[src/rtl/cordic_arbiter.sv]
// Round-robin arbiter that time-shares one CORDIC core among 2**IDW angle requesters.
// Optional WAIT watchdog enabled by defining CORDIC_ARB_TIMEOUT_EN.
module cordic_arbiter #(
    parameter int             IDW      = 2,
    parameter int             DW       = 16,
    parameter logic [DW-1:0]  X_INIT   = DW'(16'h26DD),
    parameter int             LOAD_CYC = 2,
    parameter int             TIMEOUT  = 64,
    localparam int            NREQ     = 2**IDW
) (
    input  logic                 Clk,
    input  logic                 Rst,
    input  logic [NREQ-1:0]      req_val,
    input  logic [NREQ*DW-1:0]   req_theta,
    output logic [NREQ-1:0]      req_rdy,
    output logic                 core_rst,
    output logic [DW-1:0]        core_x_in,
    output logic [DW-1:0]        core_y_in,
    output logic [DW-1:0]        core_theta_in,
    output logic                 core_operands_val,
    output logic                 core_ack,
    input  logic [DW-1:0]        core_x_out,
    input  logic [DW-1:0]        core_y_out,
    input  logic                 core_out_valid,
    output logic                 rsp_val,
    input  logic                 rsp_rdy,
    output logic [IDW-1:0]       rsp_id,
    output logic [DW-1:0]        rsp_cos,
    output logic [DW-1:0]        rsp_sin,
    output logic                 rsp_err,
    output logic [2:0]           state
);

    typedef enum logic [2:0] {
        S_IDLE = 3'd0,
        S_CLR  = 3'd1,
        S_LOAD = 3'd2,
        S_WAIT = 3'd3,
        S_RESP = 3'd4
    } state_t;

    localparam int LCW = (LOAD_CYC > 1) ? $clog2(LOAD_CYC) : 1;

    state_t          st;
    logic [IDW-1:0]  rr_ptr;
    logic [IDW-1:0]  gnt_idx;
    logic [IDW-1:0]  cand;
    logic            gnt_any;
    logic [IDW-1:0]  gnt_q;
    logic [DW-1:0]   theta_q;
    logic [LCW-1:0]  load_cnt;

    assign state = st;

    // Scan downward in priority so the candidate closest to rr_ptr is written last.
    always_comb begin
        gnt_any = 1'b0;
        gnt_idx = rr_ptr;
        cand    = rr_ptr;
        for (int k = NREQ-1; k >= 0; k--) begin
            cand = rr_ptr + IDW'(k);
            if (req_val[cand]) begin
                gnt_any = 1'b1;
                gnt_idx = cand;
            end
        end
    end

    // Grant must be visible in the same cycle the request is seen; masked by Rst so outputs read 0 in reset.
    assign req_rdy = (st == S_IDLE && gnt_any && !Rst) ? (NREQ'(1) << gnt_idx) : '0;

`ifdef CORDIC_ARB_TIMEOUT_EN
    localparam int TCW = (TIMEOUT > 1) ? $clog2(TIMEOUT) : 1;
    logic [TCW-1:0] tcnt;
    logic           err_q;
    assign rsp_err = err_q;
`else
    assign rsp_err = 1'b0;
`endif

    always_ff @(posedge Clk or posedge Rst) begin
        if (Rst) begin
            st                <= S_IDLE;
            rr_ptr            <= '0;
            gnt_q             <= '0;
            theta_q           <= '0;
            load_cnt          <= '0;
            core_rst          <= 1'b0;
            core_x_in         <= '0;
            core_y_in         <= '0;
            core_theta_in     <= '0;
            core_operands_val <= 1'b0;
            core_ack          <= 1'b0;
            rsp_val           <= 1'b0;
            rsp_id            <= '0;
            rsp_cos           <= '0;
            rsp_sin           <= '0;
`ifdef CORDIC_ARB_TIMEOUT_EN
            tcnt              <= '0;
            err_q             <= 1'b0;
`endif
        end else begin
            case (st)
                S_IDLE: begin
                    if (gnt_any) begin
                        gnt_q    <= gnt_idx;
                        theta_q  <= req_theta[int'(gnt_idx)*DW +: DW];
                        rr_ptr   <= gnt_idx + IDW'(1);
                        core_rst <= 1'b1;
                        st       <= S_CLR;
                    end
                end
                S_CLR: begin
                    core_rst          <= 1'b0;
                    core_operands_val <= 1'b1;
                    core_ack          <= 1'b1;
                    core_x_in         <= X_INIT;
                    core_y_in         <= '0;
                    core_theta_in     <= theta_q;
                    load_cnt          <= '0;
                    st                <= S_LOAD;
                end
                S_LOAD: begin
                    if (load_cnt == LCW'(LOAD_CYC-1)) begin
                        core_operands_val <= 1'b0;
                        core_ack          <= 1'b0;
`ifdef CORDIC_ARB_TIMEOUT_EN
                        tcnt              <= '0;
`endif
                        st                <= S_WAIT;
                    end else begin
                        load_cnt <= load_cnt + LCW'(1);
                    end
                end
                S_WAIT: begin
                    if (core_out_valid) begin
                        rsp_cos <= core_x_out;
                        rsp_sin <= core_y_out;
                        rsp_id  <= gnt_q;
                        rsp_val <= 1'b1;
`ifdef CORDIC_ARB_TIMEOUT_EN
                        err_q   <= 1'b0;
`endif
                        st      <= S_RESP;
                    end
`ifdef CORDIC_ARB_TIMEOUT_EN
                    else if (tcnt == TCW'(TIMEOUT-1)) begin
                        rsp_cos <= '0;
                        rsp_sin <= '0;
                        rsp_id  <= gnt_q;
                        rsp_val <= 1'b1;
                        err_q   <= 1'b1;
                        st      <= S_RESP;
                    end else begin
                        tcnt <= tcnt + TCW'(1);
                    end
`endif
                end
                S_RESP: begin
                    if (rsp_rdy) begin
                        rsp_val <= 1'b0;
                        st      <= S_IDLE;
                    end
                end
                default: begin
                    core_rst          <= 1'b0;
                    core_operands_val <= 1'b0;
                    core_ack          <= 1'b0;
                    rsp_val           <= 1'b0;
                    st                <= S_IDLE;
                end
            endcase
        end
    end

endmodule
[config.mk]
export PLATFORM = sky130hd
export DESIGN_NAME = cordic_arbiter
export DESIGN_NICKNAME = d
export VERILOG_FILES = /design/src/rtl/cordic_arbiter.sv
export SDC_FILE = /design/constraint.sdc
export NUM_CORES = 1
export LEC_CHECK = 0
export ABC_AREA = 0
export CAP_MARGIN = 20
export CELL_PAD_IN_SITES_DETAIL_PLACEMENT = 1
export CELL_PAD_IN_SITES_GLOBAL_PLACEMENT = 2
export CORE_MARGIN = 10
export CORE_UTILIZATION = 24
export CTS_CLUSTER_DIAMETER = 50
export DETAILED_ROUTE_END_ITERATION = 10
export PLACE_DENSITY = 0.91
export SYNTH_ARGS = -nofsm -noshare
export SYNTH_HDL_FRONTEND = slang
export SYNTH_SLANG_ARGS = --single-unit
[constraint.sdc]
create_clock -name Clk -period 3.4 [get_ports Clk]
set_clock_uncertainty 0.1 [all_clocks]
set_input_delay 0.68 -clock Clk [delete_from_list [all_inputs] [get_ports Clk]]
set_output_delay 0.68 -clock Clk [all_outputs]
set_load 0.02 [all_outputs]
==> flow_summary.yaml, run 1 <==
global_routing:
  track_usage: 0.122
  antenna_found_initial: 0
  grt_max_degree: 54
  grt_pass1_vias: 3604
  grt_pass1_wl_mm: 21.0
  gr-total-overflow: 0
pwr:
  powerDensity_mw_per_mm2: 878
  ir_drop_mv: 0.292
  p_leak_nw: 2.43
worst_setup_path:
  cp-end-kind: "primary output"
  start_kind: "input port"
  critical_path_arrival_ns: 2.38
  worstPathCellList: "clkdlybuf4s50_1 > nor4_1 > buf_4 > nor3_1 > nand2_1 > nor4_1 > clkbuf_2"
  worstPathRequired_ns: 2.62
  cpPeakStageDelay_ns: 0.58
  cp_common_cell: "nor4_1"
  ff2ff_path_depth: 4
  critical_path_class: "in -> out"
  r2r-end: "core_theta_in[2]"
  worst_path_max_delay_cell: "clkdlybuf4s50_1"
  rr_startpoint: "state[2]"
  rrSetupSlack_ns: 1.16
  critPathMaxFanout: 6
timing:
  tightest_slew_ns: 0.969
  slew_violations: 0
  layout_worst_path_cycle_share: 0.929
  setup_viol: 0
  fmax_mhz: 317
  rsz0062_at_grt: "false"
  post-route-min-period_ns: 3.16
  fin_ws_ns: 0.242
  hold_viol: 0
  relSlewSlack: 0.353
floorplan:
  initial_utilization: 0.244
  core.rowCount: 46
  die_h_microns: 147
  coreArea_sq_mm: 0.0159
  die_x_microns: 147
  die_area_sq_mm: 0.0216
  design.portCount: 198
cts:
  insertion_delay_ns: 0.33
  ctsHtreeMaxLevel: 3
  cts_buffers: 9
  clk_pin_slew_ns: 0.06
  cts_max_path_buffers: 2
  tritoncts: "done"
  cts_sinks: 78
  root_buffer: "clkbuf_16"
logic_synthesis:
  syn_inst: 323
  synth_cell_types: 36
  syn_avg_cell_area_sq_um: 12.0
  synth_seq_cells: 78
  synth_edf_count: 0
  synth_area_sq_mm: 0.00388
  synthTopCellsByArea: "dfrtp_1, mux2_2, buf_4, a211oi_1, mux2i_1"
  synth-seq-area-share: 0.504
  yosysTopAreaCellShare: 0.504
  synthArstFlopShare: 1.00
  synthFlopType: "dfrtp_1"
  yosys.area.top_type: "dfrtp_1"
  yosysWarnings: 0
layout:
  diodes: 0
  layout-drive-gt1-share: 0.204
  area_growth_pct: 55.3
  fin_nets: 601
  final_core_util: 0.379
min_path:
  min_from: "theta_q[5]"
  hold_path_end: "core_theta_in[5]"
  hold_path.class: "reg -> reg"
  hold_depth: 1
placed_design:
  gp_congestion: 0.751
  io_buffers: 173
  pre_cts_ws_ns: -0.276
  place_hpwl_mm: 10.9
route:
  dr.pass1.iters: 2
  wire_per_inst_microns: 18.7
  ant_nets: 0
  first_iter_violations: 101
  drc_errors: 0
  vias_per_cell: 4.34
  drt-total-wl_mm: 13.4
  via_count: 3114
job:
  max_cap_violations: 0
run_status:
  run_status: "completed"
[power by group]
part           leakage, nW  switching (mW)  total [mW]  internal, mW
Combinational         1.40            1.35        2.71          1.36
Clock                0.129           0.365       0.876         0.510
Sequential           0.893           0.305        1.70          1.39
[synth_stat cells (3+ instances only)]
master and n:
mux2i_1 16, buf_2 9, clkbuf_1 4, mux2_2 50, a21oi_1 5, nor2_1 24
nor4_1 3, buf_6 3, nor3_1 6, a211oi_1 30, nand2_1 12, dfrtp_1 78
and4_1 16, o21ai_0 5, buf_4 34
[worst max-delay path by stage]
| stage | start | end | slack, ns |
|---|---|---|---|
| 2_1_floorplan | req_val[3] | req_rdy[1] | 0.51 |
| 3_3_place_gp | req_val[3] | req_rdy[1] | -0.16 |
| 3_5_place_dp | req_val[3] | req_rdy[1] | -0.28 |
| 4_1_cts | req_val[3] | req_rdy[1] | 0.03 |
| 5_1_grt | req_val[3] | req_rdy[2] | 0.05 |
| 6_report | req_val[3] | req_rdy[0] | 0.24 |
[flip-flops by register name, indices dropped and copies added, names as in the netlist, 2 cells and up]
register	cells
gnt_q	2
theta_q	16
rsp_sin	16
rsp_cos	16
rsp_id	2
core_theta_in	16
rr_ptr	2
state	3
[worst max-delay path: cells and delay by family]
family | cells | cell delay, ns
buffers and inverters | 3 | 0.98
AND/OR/NAND/NOR | 4 | 0.72
[metrics by stage]
stage | power (mW) | area [sq um] | cells | TNS [ns] | hold slack [ns]
3_3_place_gp | 4.34 | 5770 | 702 | -0.430 | 0.369
3_5_place_dp | 4.49 | 5770 | 702 | -0.829 | 0.392
5_1_grt | 5.64 | 6020 | 717 | 0 | 0.416
2_1_floorplan | 3.23 | 3960 | 346 | 0 | 0.342
4_1_cts | 5.38 | 6030 | 717 | 0 | 0.405
6_report | 5.29 | 6020 | 717 | 0 | 0.400
[cells by family (layout without fill, tap and decap cells)]
group,after synthesis,count (layout),share of synthesized area
compound gates,48,48,0.0955
xor+xnor,1,1,0.00226
buf+inv,52,207,0.0920
flops,78,78,0.504
mux,66,66,0.187
other cells,1,24,0.000967
simple gates,77,77,0.119
[layout make-up]
type / instances / area, sq um
clock buffers: 12 / 246
clock inverters: 3 / 21.3
fillers: 1751 / 9870
inverters: 2 / 8.76
multi-input cells: 216 / 1670
flip-flops and latches: 78 / 1950
well taps: 216 / 270
repair buffers: 190 / 1850
[cell usage in the layout (no fill, tap or decap), types with 2 or more instances in the layout]
cell             Yosys  layout
clkdlybuf4s50_1      0     169
clkbuf_1             4       2
mux2_2              50      50
mux2i_1             16      16
a21oi_1              5       5
o21ai_0              5       5
clkinv_2             0       2
and3_1               2       2
buf_4               34      16
nand2b_1             2       2
clkbuf_16            0       9
a211oi_2             2       2
conb_1               1      24
nor2_1              24      24
nor4_2               2       2
nor2b_1              2       2
dfrtp_1             78      78
a211oi_1            30      30
or2_2                2       2
nand2_1             12      12
and4_1              16      16
nor3_1               6       6
nor4_1               3       2
clkbuf_2             0       4
[routing by layer]
metal | GRT usage | wire length, microns | up-vias
li1 | - | - | 1465
met1 | 0.139 | 5710 | 1497
met2 | 0.204 | 6460 | 138
met3 | 0.0418 | 1030 | 14
met4 | 0.0481 | 231 | 0
met5 | 0 | 0 | -
[timing repair]
item | 4_1_cts | 5_1_grt
hold buffers | 0 | 0
hold endpoints to repair | 0 | 0
endpoints found under the setup margin | 4 | 4
pin swaps | 0 | 0
buffers inserted | 0 | 0
gates resized for setup | 4 | 13
Power figures use the tool's default switching activity.
==> run 2: changes to the inputs <==
--- a/config.mk
+++ b/config.mk
@@ -6,7 +6,7 @@
 export NUM_CORES = 1
 export LEC_CHECK = 0
 export ABC_AREA = 0
-export CAP_MARGIN = 20
+export CAP_MARGIN = 10
 export CELL_PAD_IN_SITES_DETAIL_PLACEMENT = 1
 export CELL_PAD_IN_SITES_GLOBAL_PLACEMENT = 2
 export CORE_MARGIN = 10
@@ -17,3 +17,4 @@
 export SYNTH_ARGS = -nofsm -noshare
 export SYNTH_HDL_FRONTEND = slang
 export SYNTH_SLANG_ARGS = --single-unit
+export TNS_END_PERCENT = 10
==> run 2 against run 1 <==
Compared with the run above:
- total power about the same
- largest power group unchanged
- die area unchanged
- largest cell class unchanged
- sequential cell count unchanged
==> flow_summary.yaml, run 2 (same netlist as run 1, synthesis figures left out) <==
global_routing:
  antenna_found_initial: 0
  grt_pass1_vias: 3604
  gr-total-overflow: 0
  track_usage: 0.122
  grt_max_degree: 54
  grt_pass1_wl_mm: 21.0
timing:
  fin_ws_ns: 0.142
  hold_slack_ns: 0.400
  fmax_mhz: 307
  setup_viol: 0
  post-route-min-period_ns: 3.26
  hold_viol: 0
  slew_violations: 0
  relSlewSlack: 0.353
  rsz0062_at_grt: "true"
  tightest_slew_ns: 0.969
  fin_tns_setup_ns: 0
  layout_worst_path_cycle_share: 0.958
pwr:
  powerDensity_mw_per_mm2: 878
  p_leak_nw: 2.43
  ir_drop_mv: 0.293
  total_power_mw: 5.28
worst_setup_path:
  critical_path_class: "in -> out"
  worstPathCellList: "clkdlybuf4s50_1 > and3b_2 > nor4_2 > o21ai_2 > nor3_1 > dlygate4sd1_1"
  critical_path_arrival_ns: 2.48
  ff2ff_path_depth: 4
  critPathMaxFanout: 6
  cp-end-kind: "primary output"
  worstPathRequired_ns: 2.62
  start_kind: "input port"
  cpPeakStageDelay_ns: 0.58
  worst_path_max_delay_cell: "clkdlybuf4s50_1"
route:
  via_count: 3115
  first_iter_violations: 96
  drc_errors: 0
  wire_per_inst_microns: 18.7
  dr.pass1.iters: 2
  vias_per_cell: 4.34
  ant_nets: 0
  drt-total-wl_mm: 13.4
placed_design:
  io_buffers: 173
  place_hpwl_mm: 10.9
  dp.cells: 702
  placed_area_sq_mm: 0.00577
  gp_congestion: 0.751
  pre_cts_ws_ns: -0.276
cts:
  cts_sinks: 78
  cts_buffers: 9
  cts_resized: 4
  ctsHtreeMaxLevel: 3
  cts_hold_buffers: 0
  tritoncts: "done"
  insertion_delay_ns: 0.33
  cts_max_path_buffers: 2
  root_buffer: "clkbuf_16"
  post_cts_buffers: 0
  clk_pin_slew_ns: 0.06
layout:
  stdcell_area_sq_mm: 0.00602
  fillers: 1753
  fin_nets: 601
  stdcell_count: 717
  diodes: 0
  final_common_cell: "clkdlybuf4s50_1"
  layout-drive-gt1-share: 0.200
  final_cell_mix: "clkdlybuf4s50_1, dfrtp_1, mux2_2"
  final_core_util: 0.379
  area_growth_pct: 55.2
min_path:
  hold_path.class: "reg -> reg"
  hold_depth: 1
floorplan:
  design.portCount: 198
  initial_utilization: 0.244
  die_x_microns: 147
  die_area_sq_mm: 0.0216
  core.rowCount: 46
  coreArea_sq_mm: 0.0159
  die_h_microns: 147
run_status:
  run_status: "completed"
job:
  max_cap_violations: 0
## run 2: power breakdown
group / internal, mW / switching, mW
Sequential: 1.39 / 0.305
Combinational: 1.36 / 1.35
Clock: 0.510 / 0.366
## run 2: routing by layer
metal	global-route usage	wire length [microns]
met2	0.204	6470
met3	0.0418	1030
met1	0.139	5700
met4	0.0481	231
met5	0	0
## run 2: area by class of cell
| type | count | area, sq um | area share |
|---|---|---|---|
| clock buffers | 12 | 246 | 0.0410 |
| flip-flops and latches | 78 | 1950 | 0.324 |
| clock inverters | 3 | 21.3 | 0.00354 |
| inverters | 2 | 8.76 | 0.00146 |
| multi-input cells | 216 | 1660 | 0.276 |
| repair buffers | 190 | 1860 | 0.308 |
| well taps | 216 | 270 | 0.0449 |
## run 2: final timing paths
path | from | slack, ns | endpoint
min in group asynchronous | Rst | 0.75 | rsp_sin[9]
max reg2reg | state[2] | 1.16 | core_theta_in[2]
max | req_val[3] | 0.14 | req_rdy[2]
max in group asynchronous | Rst | 1.79 | core_theta_in[11]
min | theta_q[5] | 0.40 | core_theta_in[5]
min reg2reg | theta_q[5] | 0.40 | core_theta_in[5]
## run 2: worst max-delay path: cells and delay by family
kind	cells	cell delay (ns)
AO/OA/AOI/OAI	1	0.12
buffers and inverters	2	0.96
AND/OR/NAND/NOR	3	0.71
